## config.mk

```make
export PLATFORM = sky130hd
export DESIGN_NAME = peak_track_mc
export DESIGN_NICKNAME = d
export VERILOG_FILES = /design/src/rtl/peak_pkg.sv /design/src/rtl/peak_lane.sv /design/src/rtl/peak_track_mc.sv
export SDC_FILE = /design/constraint.sdc
export NUM_CORES = 1
export LEC_CHECK = 0
export CORE_MARGIN = 5
export CORE_UTILIZATION = 55
export CTS_CLUSTER_DIAMETER = 40
export DETAILED_ROUTE_END_ITERATION = 8
export GPL_TIMING_DRIVEN = 1
export PLACE_DENSITY = 0.8
export SYNTH_ARGS = -nofsm -noshare
export SYNTH_HDL_FRONTEND = slang
export SYNTH_SLANG_ARGS = --single-unit
```

## constraint.sdc

```tcl
create_clock -name clk -period 8.21 [get_ports clk]
set_input_delay 1.2315 -clock clk [delete_from_list [all_inputs] [get_ports clk]]
set_output_delay 1.2315 -clock clk [all_outputs]
set_load 0.01 [all_outputs]
```

## src/rtl/peak_pkg.sv

```systemverilog
// Shared types and helpers for the multi-channel frame peak tracker.
// Helpers take operands pre-extended to PK_W bits so that one definition serves any lane width.
package peak_pkg;

    localparam int unsigned PK_W = 64;

    typedef enum logic [1:0] {
        PK_ABS = 2'b00,
        PK_MAX = 2'b01,
        PK_MIN = 2'b10
    } pk_mode_e;

    typedef enum logic {
        IDLE = 1'b0,
        RUN  = 1'b1
    } pk_state_e;

    // The unused encoding 2'b11 behaves as abs.
    function automatic pk_mode_e decode_mode(input logic [1:0] raw);
        return (raw == 2'b11) ? PK_ABS : pk_mode_e'(raw);
    endfunction

    // x is sign-extended from the lane width; the most negative lane value maps to 2^(WIDTH-1),
    // which still fits the lane width when read as unsigned.
    function automatic logic [PK_W-1:0] abs_sat(input logic [PK_W-1:0] x);
        return x[PK_W-1] ? (~x + PK_W'(1)) : x;
    endfunction

    // Operands are zero-extended in abs mode and sign-extended otherwise.
    function automatic logic pk_update(input pk_mode_e mode, input logic tie_last,
                                       input logic [PK_W-1:0] v, input logic [PK_W-1:0] p);
        logic beats;
        case (mode)
            PK_MAX:  beats = $signed(v) > $signed(p);
            PK_MIN:  beats = $signed(v) < $signed(p);
            default: beats = v > p;
        endcase
        return beats || (tie_last && (v == p));
    endfunction

endpackage

```

## src/rtl/peak_lane.sv

```systemverilog
// One sample lane: value selection, compare against the running peak, and peak/index registers.
module peak_lane
    import peak_pkg::*;
#(
    parameter int unsigned WIDTH    = 16,
    parameter int unsigned LW       = 10,
    parameter bit          TIE_LAST = 1'b1
) (
    input  logic             clk,
    input  logic             rst,
    input  logic             en,
    input  logic             first,
    input  pk_mode_e         mode,
    input  logic [WIDTH-1:0] x,
    input  logic [LW-1:0]    idx,
    output logic [WIDTH-1:0] peak_nxt,
    output logic [LW-1:0]    idx_nxt
);

    logic [WIDTH-1:0] peak_q;
    logic [LW-1:0]    idx_q;
    logic [WIDTH-1:0] v;
    logic [PK_W-1:0]  x_sext;
    logic [PK_W-1:0]  x_abs;
    logic [PK_W-1:0]  v_ext;
    logic [PK_W-1:0]  p_ext;
    logic             upd;

    always_comb begin
        x_sext = {{(PK_W-WIDTH){x[WIDTH-1]}}, x};
        x_abs  = abs_sat(x_sext);
        if (mode == PK_ABS) begin
            v     = x_abs[WIDTH-1:0];
            v_ext = x_abs;
            p_ext = {{(PK_W-WIDTH){1'b0}}, peak_q};
        end else begin
            v     = x;
            v_ext = x_sext;
            p_ext = {{(PK_W-WIDTH){peak_q[WIDTH-1]}}, peak_q};
        end
        // Index 0 always loads so a stale peak from an earlier frame never competes.
        upd      = en && (first || pk_update(mode, TIE_LAST, v_ext, p_ext));
        peak_nxt = upd ? v : peak_q;
        idx_nxt  = upd ? idx : idx_q;
    end

    always_ff @(posedge clk or posedge rst) begin
        if (rst) begin
            peak_q <= '0;
            idx_q  <= '0;
        end else begin
            peak_q <= peak_nxt;
            idx_q  <= idx_nxt;
        end
    end

endmodule

```

## src/rtl/peak_track_mc.sv

```systemverilog
// Multi-channel frame peak tracker: frame FSM, sample counter and result handshake registers.
// Per-lane compare and peak storage lives in peak_lane.
module peak_track_mc
    import peak_pkg::*;
#(
    parameter int unsigned WIDTH    = 16,
    parameter int unsigned NUM_CH   = 4,
    parameter int unsigned MAX_LEN  = 1024,
    parameter bit          TIE_LAST = 1'b1,
    localparam int unsigned LW      = $clog2(MAX_LEN)
) (
    input  logic                    clk,
    input  logic                    rst,
    input  logic                    start,
    input  logic [LW:0]             frame_len,
    input  logic [1:0]              mode,
    input  logic                    in_valid,
    input  logic [NUM_CH*WIDTH-1:0] sample_in,
    output logic                    busy,
    output logic                    out_valid,
    input  logic                    out_ready,
    output logic [NUM_CH*WIDTH-1:0] peak_out,
    output logic [NUM_CH*LW-1:0]    peak_idx,
    output logic                    overrun
);

    localparam logic [LW:0] LEN_MAX = (LW+1)'(MAX_LEN);

    pk_state_e    state_q;
    logic [LW:0]  len_q;
    pk_mode_e     mode_q;
    logic [LW-1:0] count_q;

    pk_mode_e     start_mode;
    pk_mode_e     cur_mode;
    logic [LW:0]  start_len;
    logic [LW:0]  cur_len;
    logic [LW-1:0] cur_idx;
    logic         samp_en;
    logic         first;
    logic         last;

    logic [NUM_CH*WIDTH-1:0] peak_nxt;
    logic [NUM_CH*LW-1:0]    idx_nxt;

    // A start-cycle sample already belongs to the new frame, so bypass the latched settings.
    always_comb begin
        start_mode = decode_mode(mode);
        start_len  = (frame_len == '0 || frame_len > LEN_MAX) ? LEN_MAX : frame_len;
        cur_mode   = start ? start_mode : mode_q;
        cur_len    = start ? start_len : len_q;
        cur_idx    = start ? '0 : count_q;
        samp_en    = in_valid && (start || state_q == RUN);
        first      = (cur_idx == '0);
        last       = samp_en && ({1'b0, cur_idx} == cur_len - (LW+1)'(1));
    end

    for (genvar k = 0; k < NUM_CH; k++) begin : g_lane
        peak_lane #(
            .WIDTH    (WIDTH),
            .LW       (LW),
            .TIE_LAST (TIE_LAST)
        ) u_lane (
            .clk      (clk),
            .rst      (rst),
            .en       (samp_en),
            .first    (first),
            .mode     (cur_mode),
            .x        (sample_in[k*WIDTH +: WIDTH]),
            .idx      (cur_idx),
            .peak_nxt (peak_nxt[k*WIDTH +: WIDTH]),
            .idx_nxt  (idx_nxt[k*LW +: LW])
        );
    end

    assign busy = (state_q == RUN);

    always_ff @(posedge clk or posedge rst) begin
        if (rst) begin
            state_q   <= IDLE;
            len_q     <= '0;
            mode_q    <= PK_ABS;
            count_q   <= '0;
            out_valid <= 1'b0;
            peak_out  <= '0;
            peak_idx  <= '0;
            overrun   <= 1'b0;
        end else begin
            if (start) begin
                state_q <= RUN;
                len_q   <= start_len;
                mode_q  <= start_mode;
                count_q <= '0;
            end
            if (samp_en) begin
                if (last) begin
                    state_q <= IDLE;
                    count_q <= '0;
                end else begin
                    count_q <= cur_idx + LW'(1);
                end
            end

            if (out_valid && out_ready) begin
                out_valid <= 1'b0;
            end
            // A pending unaccepted result wins; the newer one is dropped and flagged.
            if (last) begin
                if (out_valid && !out_ready) begin
                    overrun <= 1'b1;
                end else begin
                    out_valid <= 1'b1;
                    peak_out  <= peak_nxt;
                    peak_idx  <= idx_nxt;
                end
            end
        end
    end

endmodule

```

=== Yosys cells after proc, flatten, opt, wreduce, memory -nomap -nowiden ===
Cells that the tools add are included.

* Flip-flop bits (word level): 234
* Input port bits: 82
* Output and inout bits: 107
* Word-level logic and storage cells: 113

* Add/subtract/negate cells: 6
* $lt $le $gt $ge: 13
* Eq/ne operators: 8
* Multiplexer cells: 41
* Bitwise operators: 5
* Reductions and logical operators: 24

{| class="wikitable"
|+ Operator list
! cell !! count
|-
| two-way mux 64 bit || 12
|-
| > comparator 64 bit || 8
|-
| adder 64 x 1 -> 64 bit, second input constant || 4
|-
| equality test 64 bit || 4
|-
| < comparator 64 bit || 4
|-
| inverter 64 bit || 4
|-
| two-way mux 16 bit || 8
|-
| two-way mux 10 bit || 7
|-
| two-way mux 11 bit || 2
|-
| equality test 10 x 11 -> 1 bit || 1
|-
| > comparator 11 bit, second input constant || 1
|-
| zero test 11 bit || 1
|-
| subtractor 11 x 1 -> 11 bit, second input constant || 1
|-
| adder 10 x 1 -> 10 bit, second input constant || 1
|-
| zero test 10 bit || 1
|-
| logical OR 1 bit || 10
|-
| logical AND 1 bit || 8
|-
| one-hot mux 1 bit (2 select lines) || 4
|-
| two-way mux 1 bit || 6
|-
| equality test 2 bit, second input constant || 2
|-
| two-way mux 2 bit || 2
|-
| AND reduction 2 bit || 2
|-
| equality test 2 x 1 -> 1 bit, second input constant || 1
|-
| zero test 2 bit || 1
|-
| 2 further kinds || 2
|}

=== Logic depth before layout (Yosys ltp) ===
* Depth after elaboration: 11
* Depth in mapped cells: 22
* Depth with buffers taken out: 17

=== Cells and area by module ===
From an unflattened synthesis, not the netlist that was laid out.

* Cell total of the unflattened synthesis: 1320
* Area total of the unflattened synthesis: 14516.4 sq um

{| class="wikitable"
|+ By module, submodules not included
! module !! instances !! cells each !! area each (sq um) !! seq. area each (sq um)
|-
| peak_lane || 4 || 225 || 2227.1 || 650.6
|-
| peak_track_mc || 1 || 420 || 5607.9 || 3253.1
|}

=== Least setup slack after synthesis ===
Ideal clock, no wire load.

* Path kind: input to register
* Start: input port start
* End: register peak_out[34]
* Setup time: 0.127 ns
* Arrival: 5.740 ns
* Required time: 8.083 ns
* Setup slack: 2.343 ns
* Stages: 17
* Buffers on the path: 6
* Cells stage by stage: buf_6 > buf_6 > buf_2 > nand3b_1 > a21boi_0 > ha_1 > clkbuf_1 > clkbuf_1 > nand2b_1 > ha_1 > a21o_1 > a2111oi_0 > a31oi_1 > o311ai_2 > clkbuf_1 > mux2_2 > mux2_1

* Cells in the longest elaborated chain, start to end: 9
* Elaborated cells on any way between the ends: 25
* Those cells by class: add/sub: 1; order compare: 3; eq/ne: 4; mux: 8; reduce/logical: 9

{| class="wikitable"
|+ RTL lines
! element !! line !! RTL
|-
| from (decl) || peak_track_mc.sv:14 || <nowiki>input logic start,</nowiki>
|-
| two-way mux 2 bit || -- ||
|-
| zero test 2 bit || peak_lane.sv:32 || <nowiki>if (mode == PK_ABS) begin</nowiki>
|-
| two-way mux 64 bit || peak_lane.sv:32 ||
|-
| > comparator 64 bit, or another cell as far along || peak_pkg.sv:36 || <nowiki>default: beats = v > p;</nowiki>
|-
| one-hot mux 1 bit (2 select lines) || peak_pkg.sv:33 || <nowiki>case (mode)</nowiki>
|-
| logical OR 1 bit || peak_pkg.sv:38 || <nowiki>return beats || (tie_last && (v == p));</nowiki>
|-
| logical OR 1 bit || peak_lane.sv:42 || <nowiki>upd = en && (first || pk_update(mode, TIE_LAST, v_ext, p_ext));</nowiki>
|-
| logical AND 1 bit || peak_lane.sv:42 ||
|-
| two-way mux 16 bit (*) || peak_lane.sv:43 || <nowiki>peak_nxt = upd ? v : peak_q;</nowiki>
|-
| via g_lane[2].u_lane.peak_nxt[2] || peak_lane.sv:16 || <nowiki>output logic [WIDTH-1:0] peak_nxt,</nowiki>
|-
| to (signal assigned) || peak_track_mc.sv:113 || <nowiki>peak_out <= peak_nxt;</nowiki>
|-
| to (decl) || peak_track_mc.sv:22 || <nowiki>output logic [NUM_CH*WIDTH-1:0] peak_out,</nowiki>
|}

Mark *: on every way through the listed nets, which the timed path passes. The rest lies on a longest branch.
A chain may end at the register's enable or synchronous reset.

=== Final worst setup path ===
* Start: input port start
* End: register peak_out[12]

* Cells in the longest elaborated chain, start to end: 9
* Elaborated cells on any way between the ends: 25
* Those cells by class: add/sub: 1; order compare: 3; eq/ne: 4; mux: 8; reduce/logical: 9

{| class="wikitable"
|+ RTL lines
! element !! line
|-
| two-way mux 2 bit || --
|-
| zero test 2 bit || peak_lane.sv:32
|-
| two-way mux 64 bit || peak_lane.sv:32
|-
| > comparator 64 bit, or another cell as far along || peak_pkg.sv:36
|-
| one-hot mux 1 bit (2 select lines) || peak_pkg.sv:33
|-
| logical OR 1 bit || peak_pkg.sv:38
|-
| logical OR 1 bit || peak_lane.sv:42
|-
| logical AND 1 bit || peak_lane.sv:42
|-
| two-way mux 16 bit (*) || peak_lane.sv:43
|-
| via g_lane[0].u_lane.peak_nxt[12] || peak_lane.sv:16
|}

Marks and branches as above.

==> impl_results.md <==
- Status: finished, final reports clean
- Largest net degree at the start of global routing: 111
- Worst Setup SP: start
- Multi-input gate area: 0.00733 sq mm
- Final Net Count: 1674
- Final WS setup: 1.35 ns
- Initial antenna violation count: 0
- First-pass GRT wire length: 57400 um
- Worst setup SP type: input pin
- RSZ-0062 raised after global routing: no
- EDFF count, synth: 0
- Post-Synth Adder-Cell Area: 0.0849
- CTS tree: done
- Worst EP required: 8.60 ns
- Core Region: 0.0250 sq mm
- Worst EP arrival: 7.24 ns
- Fill cells: 1859
- Clock skew: 0.0175 ns
- Port bufs: 188
- Maximum VDD drop: 0.165 mV
- Synth area leaders: dfrtp_1, ha_1, mux2_4
- FF-to-FF Start: mode_q[0]$_DFF_PP0_
- Synth Area in Simple Gates: 0.130
- # rows: 58
- Drt drc: 0
- Leakage: 8.00 nW
- PD cells: 232 mW/mm^2
- Sink Count: 234
- Top cell type's share of synthesized area: 0.423
- Maximum clock rate: 0.146 GHz
- H-tree levels: 2
- Hold Path Class: flop to flop
- Ys async rst share: 1.00
- Synth cell types: 75
- Hold buffer count at CTS: 0
- Final count of negative-setup-slack endpoints: 0
- Total die area: 0.0284 sq mm
- Synthesized cell area: 0.0138 sq mm
- Initial Util: 0.555
- Final Hold Viols: 0
- FF-to-FF setup slack: 2.87 ns
- Clk Latency, worst-skew pair: 0.50 ns
- Final Max Slew Viols: 0
- Flops & latches, synth: 234
- Final WL: 34500 um
- Resized Gates After CTS: 0
- Max Buffers Root-to-Sink: 3
- I/O pin cnt: 189
- Setup bufs post-CTS: 0
- Dpl hpwl: 24300 um
- R2r worst-path depth: 16
- Final min period: 6.86 ns
- CP Max Fanout: 32
- Crit end category: flop
- Total GRT Usage: 0.243
- Worst r2r dst: peak_out[12]$_DFFE_PP0P_
- DR pass1 iterations: 5
- Die Wd: 169 um
- Actual slew at the worst max-slew pin: 1.19 ns
- XOR/XNOR Fraction of Synth Area: 0.0443
- Reg area: 0.00586 sq mm
- Mean post-synth cell area: 10.6 sq um
- DR WL/cell: 18.6 um
- Top FF cell, synth: dfrtp_1
- Setup TNS Final: 0 ns
- Clock root buffer: clkbuf_16
- Cells after Synth: 1308
- Vias: 10800
- Crit Path Category: input pin to flop
- Relative slew slack: 0.201
- Total CTS buffers: 35
- Cell taking the most area after synthesis: dfrtp_1
- Largest family of logic cells by synthesized area: multiplexers
- Vias in the first global route: 11300
- Syn Nets: 1484
- Total global routing overflow: 0
- Seq/Total Area, Yosys: 0.423
- CTS clk-pin slew, worst paths: 0.05 ns
- Post-synthesis mux area share: 0.151
- DR vias/cell: 5.80
- Final ANT Viol Nets: 0
- Final GP Congestion: 0.884
- Crit path to: peak_out[12]$_DFFE_PP0P_
- ANT cells: 0
- Period utilization: 0.835
- Post-synthesis compound-gate area fraction: 0.116
- Maxcap violations: 0
- Initial DRC count: 728
- Area grow syn2layout: 23.6%
- Yosys warnings: 0
- Share of cells above drive strength 1: 0.162
- Pre-CTS worst setup slack: 0.913 ns
- Height of the die: 169 um
cell families after synthesis:
family	after synthesis
buffers and inverters	142
AO/OA/AOI/OAI	256
adder cells (fa/ha/maj)	94
multiplexers	163
AND/OR/NAND/NOR	349
XOR/XNOR	70
flip-flops	234
worst max-delay path, cell delays in order:
cell and delay, ns:
clkdlybuf4s50_1 0.84, inv_2 0.26, a21boi_0 0.41, ha_1 0.25
buf_4 0.32, nand2_1 0.39, a21oi_1 0.29, xor2_1 0.22
ha_1 0.29, a21oi_1 0.15, a21boi_0 0.10, a211o_1 0.28
o32ai_1 0.74, a221oi_1 0.27, o31ai_4 0.12, buf_4 0.38
mux2_2 0.41, mux2_4 0.27
stage by stage:
step	power [mW]	instance area [sq um]	hold slack (ns)	std cells	utilization
global route	4.21	17100	0.491	1853	0.686
CTS	4.00	17100	0.479	1853	0.686
global placement	2.45	16000	0.440	1791	0.639
detailed placement	2.50	16000	0.467	1791	0.639
finish	3.98	17100	0.479	1853	0.686
floorplan	2.15	13800	0.461	1308	-
cell usage after synthesis (5+ instances only):
library cell / number
a21o_1: 7
o21ai_0: 57
a21boi_0: 7
nor2b_1: 39
buf_2: 8
nand3b_1: 5
and4_1: 6
nor2_1: 80
nand2_1: 73
dfrtp_1: 234
nor4_1: 17
a31oi_1: 20
xnor2_1: 23
o21a_1: 9
a21oi_1: 86
nor3_1: 37
or4_1: 7
and3_1: 9
mux2_1: 7
xor2_1: 47
nand2b_1: 16
nand4_1: 13
mux2_4: 70
o211ai_1: 6
nor3b_1: 5
mux2_2: 83
o31ai_1: 17
nand3_1: 26
clkbuf_1: 27
inv_1: 91
ha_1: 94
buf_12: 7
per-layer routing:
layer	wire length, um	up-vias	track usage
met1	15000	5258	0.326
met4	788	0	0.0794
met3	2310	59	0.0509
li1	-	5051	-
met5	0	-	0
met2	16500	383	0.397
power breakdown:
group,switching (mW),total [mW],internal (mW),leakage [nW]
Clock,0.545,1.48,0.935,0.563
Combinational,0.594,1.09,0.499,4.35
Sequential,0.0905,1.40,1.31,3.09
area by class of cell:
cell class	count	share of cell area
Clock buffer	41	0.0537
Timing Repair Buffer	202	0.117
Tap cell	330	0.0241
Inverter	93	0.0208
Clock inverter	21	0.0143
Sequential cell	234	0.342
Multi-Input combinational cell	932	0.428
state kept, by name (all words and copies together), names as in the netlist:
signal,count
len_q,11
g_lane.u_lane.idx_q,40
out_valid,1
count_q,10
g_lane.u_lane.peak_q,64
overrun,1
mode_q,2
busy,1
peak_idx,40
peak_out,64
worst min-delay path by stage:
| stage | to | cells after the start | slack [ns] | startpoint |
|---|---|---|---|---|
| finish | overrun$_DFFE_PP0P_ | 1 | 0.48 | overrun$_DFFE_PP0P_ |
| global route | overrun$_DFFE_PP0P_ | 1 | 0.49 | overrun$_DFFE_PP0P_ |
| CTS | overrun$_DFFE_PP0P_ | 1 | 0.48 | overrun$_DFFE_PP0P_ |
| detailed placement | overrun$_DFFE_PP0P_ | 1 | 0.47 | overrun$_DFFE_PP0P_ |
| global placement | overrun$_DFFE_PP0P_ | 1 | 0.44 | overrun$_DFFE_PP0P_ |
| floorplan | g_lane[3].u_lane.idx_q[0]$_DFF_PP0_ | 2 | 0.46 | g_lane[3].u_lane.idx_q[0]$_DFF_PP0_ |
layout by cell type (no fill, tap or decap), types with 9 or more instances in the layout:
cell / synthesis / routed
and3_1: 9 / 9
nand2b_1: 16 / 16
nor2_1: 80 / 80
dfrtp_1: 234 / 234
nand2_1: 73 / 73
nand4_1: 13 / 13
nor3_1: 37 / 36
mux2_2: 83 / 83
mux2_4: 70 / 70
o21ai_0: 57 / 57
nor4_1: 17 / 16
a31oi_1: 20 / 20
nor2b_1: 39 / 39
ha_1: 94 / 94
a21oi_1: 86 / 86
clkdlybuf4s50_1: 0 / 188
o31ai_1: 17 / 16
clkbuf_16: 0 / 35
o21a_1: 9 / 9
inv_1: 91 / 90
xnor2_1: 23 / 23
nand3_1: 26 / 26
xor2_1: 47 / 47
buf_4: 1 / 13
Note: power is estimated with default switching activity, not from simulation.
